File: src/rtl/chunked_addsub.sv
`default_nettype none
// +--------------------------------------------------------------------------+
// | Module   : chunked_addsub                                                |
// | Purpose  : Multi-cycle N-bit adder/subtractor. Each RUN cycle pushes K   |
// |            bits through a K-slice full-adder chain. A registered carry   |
// |            links one chunk to the next, so the critical path is K bits   |
// |            long, not N. Operands enter and results leave through         |
// |            valid/ready handshakes, with one operation in flight.         |
// | Config   : `define CHUNKED_ADDSUB_OVF_EN to build signed-overflow         |
// |            tracking. Without it, ovf is tied to 0.                       |
// | Ports    : clk, rst_n    - clock, synchronous active-low reset           |
// |            in_valid/in_ready   - operand handshake (a, b, sub, cin)      |
// |            out_valid/out_ready - result handshake (sum, cout, ovf)       |
// |            sub=0: sum = a + b + cin                                      |
// |            sub=1: sum = a - b - cin; cout=1 means no borrow              |
// | Revision : 1.0 - initial release                                         |
// +--------------------------------------------------------------------------+
module chunked_addsub #(
   parameter int N = 8,
   parameter int K = 2
) (
   input  logic         clk,
   input  logic         rst_n,
   input  logic         in_valid,
   output logic         in_ready,
   input  logic [N-1:0] a,
   input  logic [N-1:0] b,
   input  logic         sub,
   input  logic         cin,
   output logic         out_valid,
   input  logic         out_ready,
   output logic [N-1:0] sum,
   output logic         cout,
   output logic         ovf
);

   localparam int c_CHUNKS = N / K;
   localparam int c_IDX_W  = (c_CHUNKS > 1) ? $clog2(c_CHUNKS) : 1;
   localparam logic [c_IDX_W-1:0] c_LAST = c_IDX_W'(c_CHUNKS - 1);

   if (K < 1 || K > N || (N % K) != 0) begin : g_bad_param
      $error("chunked_addsub: K must lie in 1..N and divide N exactly");
   end

   typedef enum logic [1:0] {
      S_IDLE = 2'd0,
      S_RUN  = 2'd1,
      S_DONE = 2'd2
   } state_t;

   state_t               r_state;
   state_t               w_state_nxt;
   logic [N-1:0]         r_a;
   logic [N-1:0]         r_b;        // already inverted for subtract
   logic                 r_carry;
   logic [c_IDX_W-1:0]   r_idx;
   logic [N-1:0]         r_sum;

   logic [K-1:0]         w_a_chunk;
   logic [K-1:0]         w_b_chunk;
   logic [K-1:0]         w_s;
   logic [K:0]           w_c;        // w_c[i] = carry into slice i
   logic                 w_last;

   assign w_last = (r_idx == c_LAST);

   // Select the operand slice for the current chunk.
   always_comb begin
      w_a_chunk = '0;
      w_b_chunk = '0;
      for (int j = 0; j < c_CHUNKS; j++) begin
         if (r_idx == c_IDX_W'(j)) begin
            w_a_chunk = r_a[j*K +: K];
            w_b_chunk = r_b[j*K +: K];
         end
      end
   end

   // K-bit ripple chain of full-adder slices.
   assign w_c[0] = r_carry;
   for (genvar i = 0; i < K; i++) begin : g_slice
      assign w_s[i]   = w_a_chunk[i] ^ w_b_chunk[i] ^ w_c[i];
      assign w_c[i+1] = (w_a_chunk[i] & w_b_chunk[i]) |
                        (w_c[i] & (w_a_chunk[i] ^ w_b_chunk[i]));
   end

   always_ff @(posedge clk) begin
      if (!rst_n) begin
         r_state <= S_IDLE;
         r_a     <= '0;
         r_b     <= '0;
         r_carry <= 1'b0;
         r_idx   <= '0;
         r_sum   <= '0;
      end else begin
         r_state <= w_state_nxt;
         case (r_state)
            S_IDLE: begin
               if (in_valid) begin
                  r_a     <= a;
                  // Subtract is a + ~b + !cin, so invert B and the borrow up front.
                  r_b     <= sub ? ~b : b;
                  r_carry <= sub ? ~cin : cin;
                  r_idx   <= '0;
                  r_sum   <= '0;
               end
            end
            S_RUN: begin
               for (int j = 0; j < c_CHUNKS; j++) begin
                  if (r_idx == c_IDX_W'(j)) begin
                     r_sum[j*K +: K] <= w_s;
                  end
               end
               r_carry <= w_c[K];
               r_idx   <= w_last ? '0 : r_idx + c_IDX_W'(1);
            end
            default: begin
            end
         endcase
      end
   end

`ifdef CHUNKED_ADDSUB_OVF_EN
   logic r_ovf;

   // On the last chunk, slice K-1 is bit N-1. Overflow is the carry into
   // the MSB XOR the carry out of it.
   always_ff @(posedge clk) begin
      if (!rst_n) begin
         r_ovf <= 1'b0;
      end else if (r_state == S_RUN && w_last) begin
         r_ovf <= w_c[K-1] ^ w_c[K];
      end
   end

   assign ovf = r_ovf;
`else
   assign ovf = 1'b0;
`endif

   always_comb begin
      w_state_nxt = r_state;
      in_ready    = 1'b0;
      out_valid   = 1'b0;
      case (r_state)
         S_IDLE: begin
            in_ready = 1'b1;
            if (in_valid) begin
               w_state_nxt = S_RUN;
            end
         end
         S_RUN: begin
            if (w_last) begin
               w_state_nxt = S_DONE;
            end
         end
         S_DONE: begin
            out_valid = 1'b1;
            if (out_ready) begin
               w_state_nxt = S_IDLE;
            end
         end
         default: w_state_nxt = S_IDLE;
      endcase
   end

   assign sum  = r_sum;
   // The carry register holds the final carry out of bit N-1 in DONE.
   assign cout = r_carry;

endmodule
`default_nettype wire
File: config.mk
export PLATFORM = sky130hd
export DESIGN_NAME = chunked_addsub
export DESIGN_NICKNAME = d
export VERILOG_FILES = /design/src/rtl/chunked_addsub.sv
export SDC_FILE = /design/constraint.sdc
export NUM_CORES = 1
export LEC_CHECK = 0
export CAP_MARGIN = 25
export CORE_ASPECT_RATIO = 0.9
export CORE_MARGIN = 2
export CORE_UTILIZATION = 49
export DETAILED_ROUTE_END_ITERATION = 10
export PLACE_DENSITY = 0.83
export SLEW_MARGIN = 20
export SYNTH_ARGS = -nofsm -noshare
export SYNTH_HDL_FRONTEND = slang
export SYNTH_SLANG_ARGS = --single-unit
File: constraint.sdc
create_clock -name clk -period 2.95 [get_ports clk]
set_input_delay 0.59 -clock clk [delete_from_list [all_inputs] [get_ports clk]]
set_output_delay 0.59 -clock clk [all_outputs]
set_load 0.01 [all_outputs]
== Yosys cells after proc, flatten, opt, wreduce, memory -nomap -nowiden ==
Index checks and enable logic that the tools add are counted.

* Logic and storage cells: 70
* Register bits after elaboration: 29
* Input port bits: 22

* Muxes and demuxes: 27
* Eq/ne operators: 11
* Bitwise logic cells: 12
* Add/subtract/negate cells: 1
* Reduce and logical (&&, ||, !) cells: 10

{| class="wikitable"
|+ Operators with widths
! kind !! number
|-
| two-way mux 2 bit || 17
|-
| two-way mux 8 bit || 2
|-
| case mux 8 bit (2 select lines) || 1
|-
| AND reduction 3 bit || 5
|-
| inequality test 2 bit (second input constant) || 6
|-
| NOT 8 bit || 1
|-
| == test 2 bit (second input constant) || 3
|-
| case mux 2 bit (3 select lines) || 1
|-
| AND 1 bit || 4
|-
| == test 2 x 1 -> 1 bit (second input constant) || 2
|-
| zero test 2 bit || 2
|-
| two-way mux 1 bit || 4
|-
| case mux 2 bit (2 select lines) || 1
|-
| AND reduction 2 bit || 2
|-
| XOR 1 bit || 4
|-
| adder 2 x 1 -> 2 bit (second input constant) || 1
|-
| OR 1 bit || 2
|-
| case mux 1 bit (2 select lines) || 1
|-
| nonzero test 2 bit || 1
|-
| NOT 1 bit || 1
|}

== Depth between registers and ports, before layout ==
Gate-level depths: netlist of the first run.

* Depth after elaboration: 11
* Mapped depth: 11
* Depth with buffers taken out: 10

== Worst setup path before layout of the first run ==
No wires, ideal clock.

* Path type: reg2reg
* From: register r_idx[0]
* To: register r_sum[5] (netlist: sum[5])
* Period minus slack after synthesis: 2395 ps
* Setup slack: 555 ps
* Data arrival time: 2320 ps
* Data required time: 2875 ps
* Path buffers: 1
* Stages on the path, launching flop included: 12
* Path through: dfxtp_1 inv_1 ha_1 clkbuf_1 a21oi_1 o21ai_0 a22o_1 fa_1 inv_1 fa_1 nand2b_1 o22ai_1

* Word-level cells in the longest chain between the ends: 11
* Elaborated cells on any way between the ends: 22
* Those cells by class: eq/ne: 4; mux: 10; bitwise: 6; reduce/logical: 2

{| class="wikitable"
|+ RTL lines
! item !! line !! text
|-
| start: declaration || 56 || <nowiki>logic [c_IDX_W-1:0] r_idx;</nowiki>
|-
| start signal: assignment || 115 || <nowiki>r_idx <= w_last ? '0 : r_idx + c_IDX_W'(1);</nowiki>
|-
| zero test 2 bit || 72 || <nowiki>if (r_idx == c_IDX_W'(j)) begin</nowiki>
|-
| two-way mux 2 bit (4 in a row) || 72 ||
|-
| XOR 1 bit || 84 || <nowiki>(w_c[i] & (w_a_chunk[i] ^ w_b_chunk[i]));</nowiki>
|-
| AND 1 bit || 84 ||
|-
| OR 1 bit || 83 || <nowiki>assign w_c[i+1] = (w_a_chunk[i] & w_b_chunk[i]) |</nowiki>
|-
| XOR 1 bit || 82 || <nowiki>assign w_s[i] = w_a_chunk[i] ^ w_b_chunk[i] ^ w_c[i];</nowiki>
|-
| two-way mux 2 bit || 110 || <nowiki>if (r_idx == c_IDX_W'(j)) begin</nowiki>
|-
| case mux 8 bit (2 select lines) || 97 || <nowiki>case (r_state)</nowiki>
|-
| end signal: indexed assignment || 111 || <nowiki>r_sum[j*K +: K] <= w_s;</nowiki>
|-
| end: declaration || 57 || <nowiki>logic [N-1:0] r_sum;</nowiki>
|}

Several ways; a longest one is shown, not always the timed one. The select of a mux whose other input is x is not followed.
A chain may end at the register's enable or synchronous reset.

== Worst setup path in the final report of the first run ==
Ends and elaborated chain as after synthesis.

==> impl_metrics.toml, run 1 <==
[place]
post_dp_cell_area_um2 = 1800
place.detailed.hpwl_mm = 2.13
numPortBuffers = 32
dpl_worst_slack_ps = 390
place_congestion = 0.867

[timing]
finalHoldViolCount = 0
grt_setup_unrepaired = "no"
finalSetupViolCount = 0
skew_ps = 8.71
setup_slack_ps = 359
maxSlewHeadroom_pct = 56.8
finalMaxSlewViolations = 0
max_clock_freq_mhz = 386
period_minus_slack_ps = 2590
fin_hold_ws_ps = 461
finalSetupTns_ps = 0
fin_crit_sh_pct = 87.8
worstMarginPinSlew_ps = 648

[layout]
syn_to_final_growth_pct = 24.3
final_nets = 230
fill_cells = 280
final_util_pct = 62.4
antenna_cells = 0
register_area_um2 = 581
finish.instance_area_um2 = 1870
drive_gt1_share_pct = 7.88
multi_input_area_um2 = 805

[synthesis]
syn_inst = 175
syn_area_per_cell_um2 = 8.59
ys_seq_area_share_pct = 38.6
synth_area_leaders = "dfxtp_1 39%, nand2_1 10%, xnor2_1 5.2%"
synth_seq_cells = 29
synth_ff_type = "dfxtp_1"
synthTopCellsByCount = "42 x nand2_1, 29 x dfxtp_1, 9 x a21boi_1, 9 x xnor2_1"
syn_nets = 203
async_flop_share_pct = 0
netlist_area_um2 = 1500
synth_top_area_share_pct = 38.6
synth.most_common_cell = "nand2_1"
synth-edff-count = 0
ys_warn_count = 0
ys_types = 34
synth.largest_area_cell = "dfxtp_1"

[cts]
cts_tree = "built"
numCtsBuffers = 5
clk_latency_ps = 320
post_cts_resized = 0
cts_root_buf = "clkbuf_4"
h-tree-depth = 2
cts_sinks = 29
post_cts.repair.setup_buffers = 0
path_clk_slew_ps = 80
cts_hold_buf = 0
clk_path_buf_depth = 2

[floorplan]
core_um2 = 3000
die_w_um = 62.4
dieArea_um2 = 3530
ioPinCount = 34
die_h_um = 56.6
rows = 19
start_util_pct = 50.2

[worst_setup_path]
critical_path.cell_chain = "inv_1, ha_1, a21oi_1, o21ai_0, a22o_1, fa_1, inv_1, fa_1, nand2b_1, o22ai_1"
endpoint_kind = "register"
worst_path_largest_cell_delay_ps = 400
crit_buf_inv = 2
criticalPathCategory = "reg -> reg"
cpLargestDelayFamily = "adder cells"
critPathMaxFanout = 9
critPathRequiredTime_ps = 3190
start_kind = "register"
cp_slowest_cell = "dfxtp_1"
cp_data_arrival_time_ps = 2840

[power_and_ir_drop]
power.leakage_nw = 0.748
p_sw_w = 0.000225
pwr-share-clk_pct = 30.5
p_comb_share_pct = 19.3
switching_share_pct = 26.0
p_int_w = 0.000642
seq_power_share_pct = 50.2
power_density_nw_per_um2 = 464
ir_drop_mv = 0.249

[route]
via_count = 1260
wirelength_mm = 2.82
drt_pass1_iterations = 4
drc = 0
viasPerCell = 5.14
antenna_left = 0
wl_per_cell_um = 11.5
drt_iter0_drc = 79

[grt]
grt_max_degree = 24
overflow = 0
grt_pass1_wl_mm = 4.78
antenna_found_initial = 0
track_usage_pct = 17.3
grt_pass1_vias = 1100

[status]
outcome = "completed"

[flow_run]
maxCapViolations = 0

[worst_hold_path]
hp-class = "reg -> reg"
[registers in the layout (all words and copies together) (netlist names)]
name,count
r_idx,2
r_state,2
sum,8
r_b,8
r_a,8
cout,1
[metrics by stage]
stage,instances,power [W]
after detailed placement,237,0.000613
final,245,0.000867
after floorplan,175,0.000558
after global routing,245,0.000920
after global placement,237,0.000607
after CTS,245,0.000881
[worst min-delay path: stages (launching register included)]
cell and delay [ps]:
dfxtp_1 320, nand2_1 50, o22ai_1 50
[placed cells by master (no fill, tap or decap), types with 3 or more instances in the layout]
cell type	synthesis	final
o22ai_1	8	8
ha_1	4	4
dfxtp_1	29	29
nand2_2	3	3
o211a_1	6	6
o21ai_0	6	6
inv_1	7	7
xnor2_1	9	9
a21boi_1	9	9
nand2_1	42	42
nor2_1	3	3
clkbuf_4	0	5
nand3b_1	4	4
clkdlybuf4s50_1	0	32
a21oi_1	8	8
[per-layer routing]
layer	vias up	routed length (µm)	GRT usage, %
li1	635	-	-
met3	2	217	7.41
met4	0	26	8.25
met2	44	1310	28.0
met1	579	1270	19.9
met5	-	0	0
[area by class of cell]
| cell class | instances | area share (%) |
|---|---|---|
| multi-input combinational | 125 | 43.0 |
| sequential | 29 | 31.1 |
| timing repair buffer | 34 | 17.9 |
| clock buffer | 7 | 3.48 |
| tap | 42 | 2.81 |
| inverter | 7 | 1.41 |
| clock inverter | 1 | 0.268 |
[power groups by stage]
| stage | clock (W) | sequential (W) | combinational (W) |
|---|---|---|---|
| after CTS | 0.000277 | 0.000435 | 0.000169 |
| after detailed placement | 0 | 0.000444 | 0.000169 |
| after floorplan | 0 | 0.000437 | 0.000120 |
| after global placement | 0 | 0.000443 | 0.000163 |
| final | 0.000265 | 0.000435 | 0.000167 |
| after global routing | 0.000295 | 0.000439 | 0.000186 |
[path summary, 6_finish.rpt]
check                           startpoint     end  slack (ps)  cells past startpoint
worst max-delay path              r_idx[0]  sum[5]         360                     10
worst min-delay path                sum[6]  sum[6]         460                      2
worst max register to register    r_idx[0]  sum[5]         360                     10
worst min register to register      sum[6]  sum[6]         460                      2
[kinds of logic (layout without fill, tap and decap cells)]
logic type                 after synthesis  in the layout  share of synthesized area (%)
AOI/OAI and AO/OA                       44             44                           20.4
buffers and inverters                   21             49                           7.90
other                                    1              1                          0.249
DFF                                     29             29                           38.6
and+or+nand+nor                         65             65                           21.6
adders and majority gates                6              6                           5.99
xor gates and xnor gates                 9              9                           5.24
(Power assumes the default switching activity.)
==> inputs of run 2 (changes only) <==
- PLACE_DENSITY: 0.83 -> 0.78
==> impl_metrics.toml, run 2 (synthesis results as in run 1) <==
[flow_run]
maxCapViolations = 0

[grt]
track_usage_pct = 18.9
grt_pass1_vias = 1206
grt_max_degree = 24
grtUsageMet3_pct = 6.81
grt_pass1_wl_mm = 5.13
antenna_found_initial = 0
overflow = 0
grt_busiest_layer = "met2"
use_met1_pct = 20.6
use_met2_pct = 33.4

[worst_setup_path]
critical_path.cell_chain = "inv_1, ha_1, a21oi_1, o21ai_0, a22o_1, fa_1, inv_1, fa_1, nand2b_1, o22ai_1"
crit_buf_inv = 2
worst_path_largest_cell_delay_ps = 400
cpLargestDelayFamily = "adder cells"
critPathRequiredTime_ps = 3210
criticalPathCategory = "reg -> reg"
critPathMaxFanout = 9
start_kind = "register"
cp_slowest_cell = "dfxtp_1"
cp_data_arrival_time_ps = 2820
endpoint_kind = "register"

[floorplan]
dieArea_um2 = 3530
rows = 19
start_util_pct = 50.2
core_um2 = 3000
die_w_um = 62.4
ioPinCount = 34
die_h_um = 56.6

[timing]
maxSlewHeadroom_pct = 56.4
skew_ps = 12.3
period_minus_slack_ps = 2570
finalHoldViolCount = 0
worstMarginPinSlew_ps = 652
finalMaxSlewViolations = 0
max_clock_freq_mhz = 390
fin_hold_ws_ps = 462
finalSetupViolCount = 0
grt_setup_unrepaired = "no"
fin_crit_sh_pct = 87.0
finalSetupTns_ps = 0

[power_and_ir_drop]
power.leakage_nw = 0.733
power_density_nw_per_um2 = 448
finalPower_w = 0.000827
ir_drop_mv = 0.198

[layout]
finish.instance_area_um2 = 1850
final_common_cell = "nand2_1"
final_nets = 230
antenna_cells = 0
drive_gt1_share_pct = 6.40
final_util_pct = 61.7
fill_cells = 294
final_cell_mix = "42 x nand2_1, 32 x clkdlybuf4s50_1, 29 x dfxtp_1"
syn_to_final_growth_pct = 22.9

[worst_hold_path]
hp-class = "reg -> reg"

[cts]
clk_latency_ps = 330
cts_sinks = 29
cts_root_buf = "clkbuf_4"
clk_path_buf_depth = 2
cts_tree = "built"
numCtsBuffers = 5
cts_hold_buf = 0
path_clk_slew_ps = 80
post_cts.repair.setup_buffers = 0
post_cts_resized = 0
h-tree-depth = 2

[place]
place_congestion = 0.879
numPortBuffers = 32
place.detailed.hpwl_mm = 2.34
post_dp_cell_area_um2 = 1800

[route]
viasPerCell = 5.18
via_count = 1269
antenna_left = 0
drc = 0
drt_pass1_iterations = 4
wl_per_cell_um = 12.4
drt_iter0_drc = 78
wirelength_mm = 3.04

[status]
outcome = "completed"
run 2: cell count changes in the layout (fill, tap and decap cells not counted):
cell / change
clkinv_2: -1
clkbuf_8: -2
clkbuf_1: +3
run 2: routing by layer:
layer / share of wire, % / wire length [µm]
met5: 0 / 0
met4: 1.9 / 57
met3: 6.0 / 182
met2: 51 / 1550
met1: 41 / 1250
run 2: final cells by class:
cell class / count / area (µm²) / area share, %
Sequential cell: 29 / 581 / 31.4
Timing Repair Buffer: 34 / 335 / 18.1
Clock buffer: 8 / 48.8 / 2.64
Inverter: 7 / 26.3 / 1.42
Tap cell: 42 / 52.6 / 2.84
Multi-Input combinational cell: 125 / 805 / 43.5
run 2: worst min-delay path: cells and delay by family, from the launching register on:
kind / cells / cell delay, ps
compound gates: 1 / 50
flops: 1 / 310
simple gates: 1 / 50
run 2: final timing paths:
check            from  slack, ps  endpoint  cells past startpoint
max          r_idx[0]        380    sum[5]                     10
min reg2reg    sum[6]        460    sum[6]                      2
min            sum[6]        460    sum[6]                      2
max reg2reg  r_idx[0]        380    sum[5]                     10
run 2: metrics by stage:
stage          worst slack, ps  instances
4_1_cts                    396        245
5_1_grt                    219        245
2_1_floorplan              555        175
3_5_place_dp               410        237
3_3_place_gp               529        237
6_report                   383        245
run 2: where the power goes:
| part | internal (W) | switching (W) |
|---|---|---|
| logic | 0.0000878 | 0.0000808 |
| registers | 0.000416 | 0.0000193 |
| clock network | 0.0000947 | 0.000129 |
| total | 0.000598 | 0.000229 |
==> inputs of run 3 (changes only) <==
- CAP_MARGIN: 25 -> not set
- CORE_UTILIZATION: 49 -> 53
- MAX_ROUTING_LAYER: not set -> met4
- PLACE_DENSITY: 0.78 -> 0.84
- clock period: 2.95 -> 3 ns (I/O delays scaled with it)
==> impl_metrics.toml, run 3 (synthesis results as in run 1) <==
[floorplan]
ioPinCount = 34
core_um2 = 2730
rows = 18
die_h_um = 54.5
start_util_pct = 55.2
die_w_um = 60.2
dieArea_um2 = 3280

[layout]
fill_cells = 237
register_area_um2 = 581
antenna_cells = 0
final_common_cell = "nand2_1"
final_nets = 229
syn_to_final_growth_pct = 22.2
final_cell_mix = "42 x nand2_1, 32 x clkdlybuf4s50_1, 29 x dfxtp_1"
multi_input_area_um2 = 805
drive_gt1_share_pct = 5.94

[timing]
period_minus_slack_ps = 2530
fin_crit_sh_pct = 84.4
finalHoldViolCount = 0
setup_slack_ps = 468
max_clock_freq_mhz = 395
worstMarginPinSlew_ps = 811
finalSetupTns_ps = 0
maxSlewHeadroom_pct = 45.9
finalSetupViolCount = 0
skew_ps = 3.26
grt_setup_unrepaired = "no"
finalMaxSlewViolations = 0

[place]
dpl_worst_slack_ps = 465
numPortBuffers = 32
place_congestion = 0.893
place.detailed.hpwl_mm = 2.29

[route]
viasPerCell = 5.14
drt_iter0_drc = 31
via_count = 1244
drt_pass1_iterations = 4
wirelength_mm = 2.91
wl_per_cell_um = 12.0
drc = 0
antenna_left = 0

[worst_setup_path]
start_kind = "register"
critPathMaxFanout = 9
cp_data_arrival_time_ps = 2790
endpoint_kind = "register"
criticalPathCategory = "reg -> reg"
critPathRequiredTime_ps = 3260

[grt]
grt_pass1_wl_mm = 4.85
grt_max_degree = 24
overflow = 0
antenna_found_initial = 0
grt_pass1_vias = 1164
track_usage_pct = 21.4

[power_and_ir_drop]
power.leakage_nw = 0.728
power_density_nw_per_um2 = 440
ir_drop_mv = 0.266

[cts]
cts_sinks = 29
cts_hold_buf = 0
numCtsBuffers = 5
clk_path_buf_depth = 2
h-tree-depth = 2
cts_tree = "built"
cts_root_buf = "clkbuf_4"
path_clk_slew_ps = 80
clk_latency_ps = 330
post_cts_resized = 0
post_cts.repair.setup_buffers = 0

[flow_run]
maxCapViolations = 0

[worst_hold_path]
hp-class = "reg -> reg"

[status]
outcome = "completed"
==> run 3: layout make-up <==
type	count	share of cell area [%]
Multi-Input combinational cell	125	43.8
Tap cell	40	2.72
Timing Repair Buffer	33	17.8
Inverter	7	1.43
Clock buffer	8	2.65
Sequential cell	29	31.6
==> run 3: path summary, 6_finish.rpt <==
kind / depth (start not counted) / slack (ps) / start / to
worst min register to register: 2 / 460 / sum[6] / sum[6]
worst min-delay path: 2 / 460 / sum[6] / sum[6]
worst max register to register: 10 / 470 / r_idx[0] / sum[5]
worst max-delay path: 10 / 470 / r_idx[0] / sum[5]
==> run 3: metal layers <==
| layer | up-vias | track usage, % | share of wire (%) |
|---|---|---|---|
| met5 | - | - | 0 |
| met4 | 0 | 7.78 | 1.4 |
| met1 | 574 | 22.1 | 44 |
| li1 | 633 | - | - |
| met3 | 6 | 7.80 | 5.1 |
| met2 | 31 | 37.7 | 50 |
==> run 3: worst max-delay path, cell delays in order (launching register included) <==
cell	delay, ps
dfxtp_1	400
inv_1	80
ha_1	300
a21oi_1	140
o21ai_0	90
a22o_1	210
fa_1	390
inv_1	70
fa_1	390
nand2b_1	210
o22ai_1	190
==> run 3: through the flow <==
stage | hold WS (ps) | cell area (µm²) | std cells | util, % | total power [W]
global route | 493 | 1840 | 242 | 67.4 | 0.000855
finish | 463 | 1840 | 242 | 67.4 | 0.000809
global placement | 447 | 1790 | 234 | 65.7 | 0.000594
floorplan | 435 | 1500 | 175 | - | 0.000548
CTS | 465 | 1840 | 242 | 67.4 | 0.000816
detailed placement | 454 | 1790 | 234 | 65.7 | 0.000602
==> run 3: where the power goes <==
group	internal, W	total, W	switching, W	leakage, nW
registers	0.000409	0.000427	0.0000186	0.238
logic	0.0000852	0.000163	0.0000781	0.464
clock network	0.0000931	0.000219	0.000126	0.0265
total	0.000587	0.000809	0.000222	0.728
==> variant 1 (config.mk and constraints of run 2) <==
Build with the macro `CHUNKED_ADDSUB_OVF_EN` defined.
--- a/src/rtl/chunked_addsub.sv
+++ b/src/rtl/chunked_addsub.sv
@@ -15,6 +15,8 @@
 // |            sub=1: sum = a - b - cin; cout=1 means no borrow              |
 // | Revision : 1.0 - initial release                                         |
 // +--------------------------------------------------------------------------+
+`define CHUNKED_ADDSUB_OVF_EN
+
 module chunked_addsub #(
    parameter int N = 8,
    parameter int K = 2
Function: changed (a bounded check fails within 10 cycles, from zero or initial values and one cycle with rst_n low).
==> variant 1 against run 2 <==
Total power grew 5.6%. Cell count is the same. Die area shrank 1.1%. Sequential power grew 3%. Synthesized area shrank 1.2%. Count of clock-buffer cells in the layout shrank 2. Cell area grew 1.8%. Worst setup slack lost 0.14 ns. Non-clock buffer count grew 1. Wire length grew 5.8%. Sequential cell count grew 1.
==> variant 1: results (changes against run 2) <==
Power and ir drop
  – Pleak: 0.776 nW (+5.8%)
  – Seq pwr share: 0.512 (-0.014)
  – Internal Pwr Total: 627 uW (+4.8%)
  – Power share of the combinational group: 0.186 (-0.018)
  – PnR Total Power: 873 uW (+5.6%)
  – Maximum vdd ir drop: 0.246 mV (+24%)

Final layout
  – Fillers: 245 (-17%)
  – Layout Nets: 232 (+0.87%)
  – Share of layout cells above drive strength 1: 0.0537 (-0.0104)
  – Multi-input gate area: 800 um^2 (-0.62%)

Logic synthesis
  – Post-synth cell types: 31 (-8.8%)
  – Synth top area cells: dfxtp_1 (40%), nand2_1 (12%), xnor2_1 (5.3%)
  – Adder-Cell Fraction of Synth Area: 0.0606 (+0.000706)
  – Post-Synth XOR/XNOR Area: 0.0589 (+0.00651)
  – Seq/Total Area, Yosys: 0.404 (+0.0180)

Detailed routing
  – Met3 Wirelength: 148 um (-19%)
  – WL per Instance: 13.1 um (+5.8%)
  – Initial DRC count: 74 (-5.1%)
  – Vias: 1,275 (+0.47%)
  – M1 wire length: 1470 um (+17%)
  – Routed length on met2: 1560 um (+0.64%)
  – DRT Pass-1 Iters: 5 (+1)

Global route
  – Met1 Resource Use GR: 0.258 (+0.0520)
  – Maximum number of pins on one net before global-route repair: 20 (-17%)
  – Global-route met3 utilization: 0.0622 (-0.00592)
  – First-pass GRT wire length: 5170 um (+0.68%)
  – Vias in the first global route: 1,190 (-1.3%)
  – GRT Util Overall: 0.202 (+0.0131)

Place
  – Post-DP HPWL: 2390 um (+2.1%)
  – Setup slack at placement: 0.268 ns (-0.143 ns)
  – Routability cong.: 0.892 (+1.5%)

STA
  – Max Clock Skew: 0.00510 ns (-0.00723 ns)
  – Worst-Margin Slew: 0.555 ns (-0.0967 ns)

Critical path
  – Slowest CP cell: fa_1

Status
  – Status: finished clean

Min path
  – Min-Delay Startpoint: sum[4]

Clock tree
  – Clk pin slew, worst setup/hold paths: 0.10 ns (+0.02 ns)
-- variant 1: cell types whose count changed in the layout (fill, tap and decap cells not counted), sizes merged, moves of 2 or more --
cell and delta:
a22o +2, clkbuf -2, a22oi -2, nor2 -2, nor2b +2, nand2b -2
-- variant 1: final cells by class --
class,count,share of cell area
tap,40,0.0266
multi-input combinational,126,0.425
sequential,30,0.319
timing repair buffer,35,0.184
inverter,6,0.0120
clock buffer,6,0.0273
clock inverter,2,0.00665
-- variant 1: final timing paths --
path / endpoint / slack, ns / cells after the start
setup / recovery: cout / 0.25 / 9
hold / removal: sum[4] / 0.46 / 2
setup reg to reg: cout / 0.25 / 9
hold reg to reg: sum[4] / 0.46 / 2
-- variant 1: worst min-delay path, cell delays in order, from the launching register on --
cell     delay [ns]
dfxtp_1        0.32
nand2_1        0.05
o22ai_1        0.05
==> variant 2 (flow settings as in run 2) <==
Made on the original files. Encoding of `state_t`: now one-hot (3 bits for 3 states).
--- a/src/rtl/chunked_addsub.sv
+++ b/src/rtl/chunked_addsub.sv
@@ -42,10 +42,10 @@
       $error("chunked_addsub: K must lie in 1..N and divide N exactly");
    end
 
-   typedef enum logic [1:0] {
-      S_IDLE = 2'd0,
-      S_RUN  = 2'd1,
-      S_DONE = 2'd2
+   typedef enum logic [2:0] {
+      S_IDLE = 3'b001,
+      S_RUN  = 3'b010,
+      S_DONE = 3'b100
    } state_t;
 
    state_t               r_state;
Formal check against the unedited RTL: no difference found for any inputs over 10 cycles, from zero or initial values and one cycle with rst_n low; not proved beyond that.
==> variant 2 against run 2 <==
Sequential cell count rose by 1. Global-route usage rose by 1.4 points. Cell area rose by 9.8%. First-iteration DRC count fell by 15%. Wire length rose by 15%. Total power rose by 26%. Worst setup slack got worse by 0.12 ns. Sequential power rose by 9.0%. Synthesized area rose by 7.6%. Largest cell class unchanged. Non-clock buffer count rose by 2. Count of clock-buffer cells in the layout fell by 1.
==> variant 2: results (changes against run 2) <==
Clock tree
  – Root Buffer: clkbuf_8
  – H-tree levels: 2 (unchanged)
  – Clock Latency Late Sink: 0.28 ns (-0.05 ns)
  – Clock buffer depth: 2 (unchanged)
  – Clk pin slew, worst setup/hold paths: 0.06 ns (-0.02 ns)
  – Num CTS Buffers: 5 (unchanged)
  – # resized after CTS: 0 (unchanged)
  – Setup Buffers After CTS: 0 (unchanged)

Logic synthesis
  – Synth top area cells: dfxtp_1 (37%), nand2_1 (8.1%), a21boi_1 (7.0%)
  – Seq/Total Area, Yosys: 0.371 (-0.0148)
  – Asr flop ratio synth: 0 (unchanged)
  – Post-synth cell types: 41 (+21%)
  – Syn_nets: 219 (+7.9%)
  – Top cells by count, synth: nand2_1 (35), dfxtp_1 (30), a21boi_1 (15)
  – Yosys warns: 0 (unchanged)

Global route
  – Maximum number of pins on one net before global-route repair: 18 (-25%)
  – Antenna violations before repair: 0 (unchanged)
  – Vias in the first global route: 1,394 (+16%)
  – First-pass GRT wire length: 5980 um (+16%)
  – GRT Util Overall: 0.203 (+0.0145)

Detailed routing
  – DRT Pass-1 Iters: 4 (unchanged)
  – Drt via density: 5.33 (+2.9%)
  – Final wirelength: 3500 um (+15%)
  – Initial DRC count: 66 (-15%)

STA
  – Max Clock Skew: 0.00347 ns (-0.00886 ns)
  – Worst-Margin Slew: 0.550 ns (-0.101 ns)

Place
  – Routability cong.: 0.855 (-2.8%)
  – Post-DP HPWL: 2660 um (+13%)
  – I/O Buffers: 32 (unchanged)

Status
  – Status: finished clean

Power and ir drop
  – Pleak: 0.790 nW (+7.8%)
  – Maximum vdd ir drop: 0.233 mV (+17%)
  – PnR Total Power: 1.05 mW (+26%)

Final layout
  – Fillers: 268 (-8.8%)
  – Share of layout cells above drive strength 1: 0.0639 (-0.000112)
  – Layout Nets: 246 (+7.0%)
  – # diodes: 0 (unchanged)

Critical path
  – CP arrival: 2.89 ns (+0.07 ns)
  – Worst-path fanout max: 10 (+1)

Min path
  – HP Class: reg -> reg
-- variant 2: changes by cell type after synthesis, sizes merged, moves of 4 or more --
cell	before	now
a21boi	11	15
nand4bb	0	4
nand2	46	35
o22ai	8	2
nand3	1	10
-- variant 2: kinds of logic after synthesis --
group / synth area share
AND/OR/NAND/NOR: 0.230
AO/OA/AOI/OAI: 0.213
flip-flops: 0.371
buffers and inverters: 0.0719
XOR/XNOR: 0.0487
adder cells (fa/ha/maj): 0.0557
other: 0.00232
multiplexers: 0.00619
-- variant 2: critical path, cell delays in order, from the launching register on --
cell	delay [ns]
dfxtp_1	0.42
inv_1	0.11
ha_1	0.32
a21oi_1	0.16
o21ai_0	0.10
a22o_1	0.21
fa_1	0.40
inv_1	0.08
fa_1	0.45
or2_1	0.25
a21boi_1	0.12
-- variant 2: layer usage --
metal | up-vias | part of all wire | global-route usage | routed length [um]
li1 | 702 | - | - | -
met1 | 655 | 0.46 | 0.241 | 1590
met2 | 30 | 0.49 | 0.354 | 1700
met3 | 4 | 0.050 | 0.0574 | 176
met4 | 0 | 0.0071 | 0.0760 | 25
met5 | - | 0 | 0 | 0
-- variant 2: path summary, 6_finish.rpt --
| path | from | to | slack [ns] | cells after the start |
|---|---|---|---|---|
| worst max-delay path | r_idx[0] | sum[3] | 0.27 | 10 |
| worst min-delay path | r_a[5] | r_a[5] | 0.46 | 2 |
| worst max register to register | r_idx[0] | sum[3] | 0.27 | 10 |
| worst min register to register | r_a[5] | r_a[5] | 0.46 | 2 |
-- variant 2: metrics by stage --
stage | cells | hold WS [ns] | setup slack, ns | area, um^2
global placement | 253 | 0.451 | 0.462 | 1940
floorplan | 191 | 0.435 | 0.514 | 1620
detailed placement | 253 | 0.455 | 0.281 | 1940
CTS | 261 | 0.463 | 0.264 | 2030
finish | 261 | 0.461 | 0.268 | 2030
global route | 261 | 0.491 | 0.0632 | 2030
-- variant 2: layout make-up --
type / instances / area [um^2] / share of cell area
inverter: 9 / 33.8 / 0.0166
sequential: 30 / 601 / 0.296
multi-input combinational: 136 / 901 / 0.444
clock inverter: 1 / 5.00 / 0.00247
tap: 42 / 52.6 / 0.0259
timing repair buffer: 36 / 350 / 0.173
clock buffer: 7 / 86.3 / 0.0425
-- variant 2: power breakdown --
part | internal, mW | switching [mW] | leakage, nW
clock | 0.188 | 0.142 | 0.0482
sequential | 0.442 | 0.0325 | 0.245
combinational | 0.123 | 0.119 | 0.497
total | 0.753 | 0.293 | 0.790
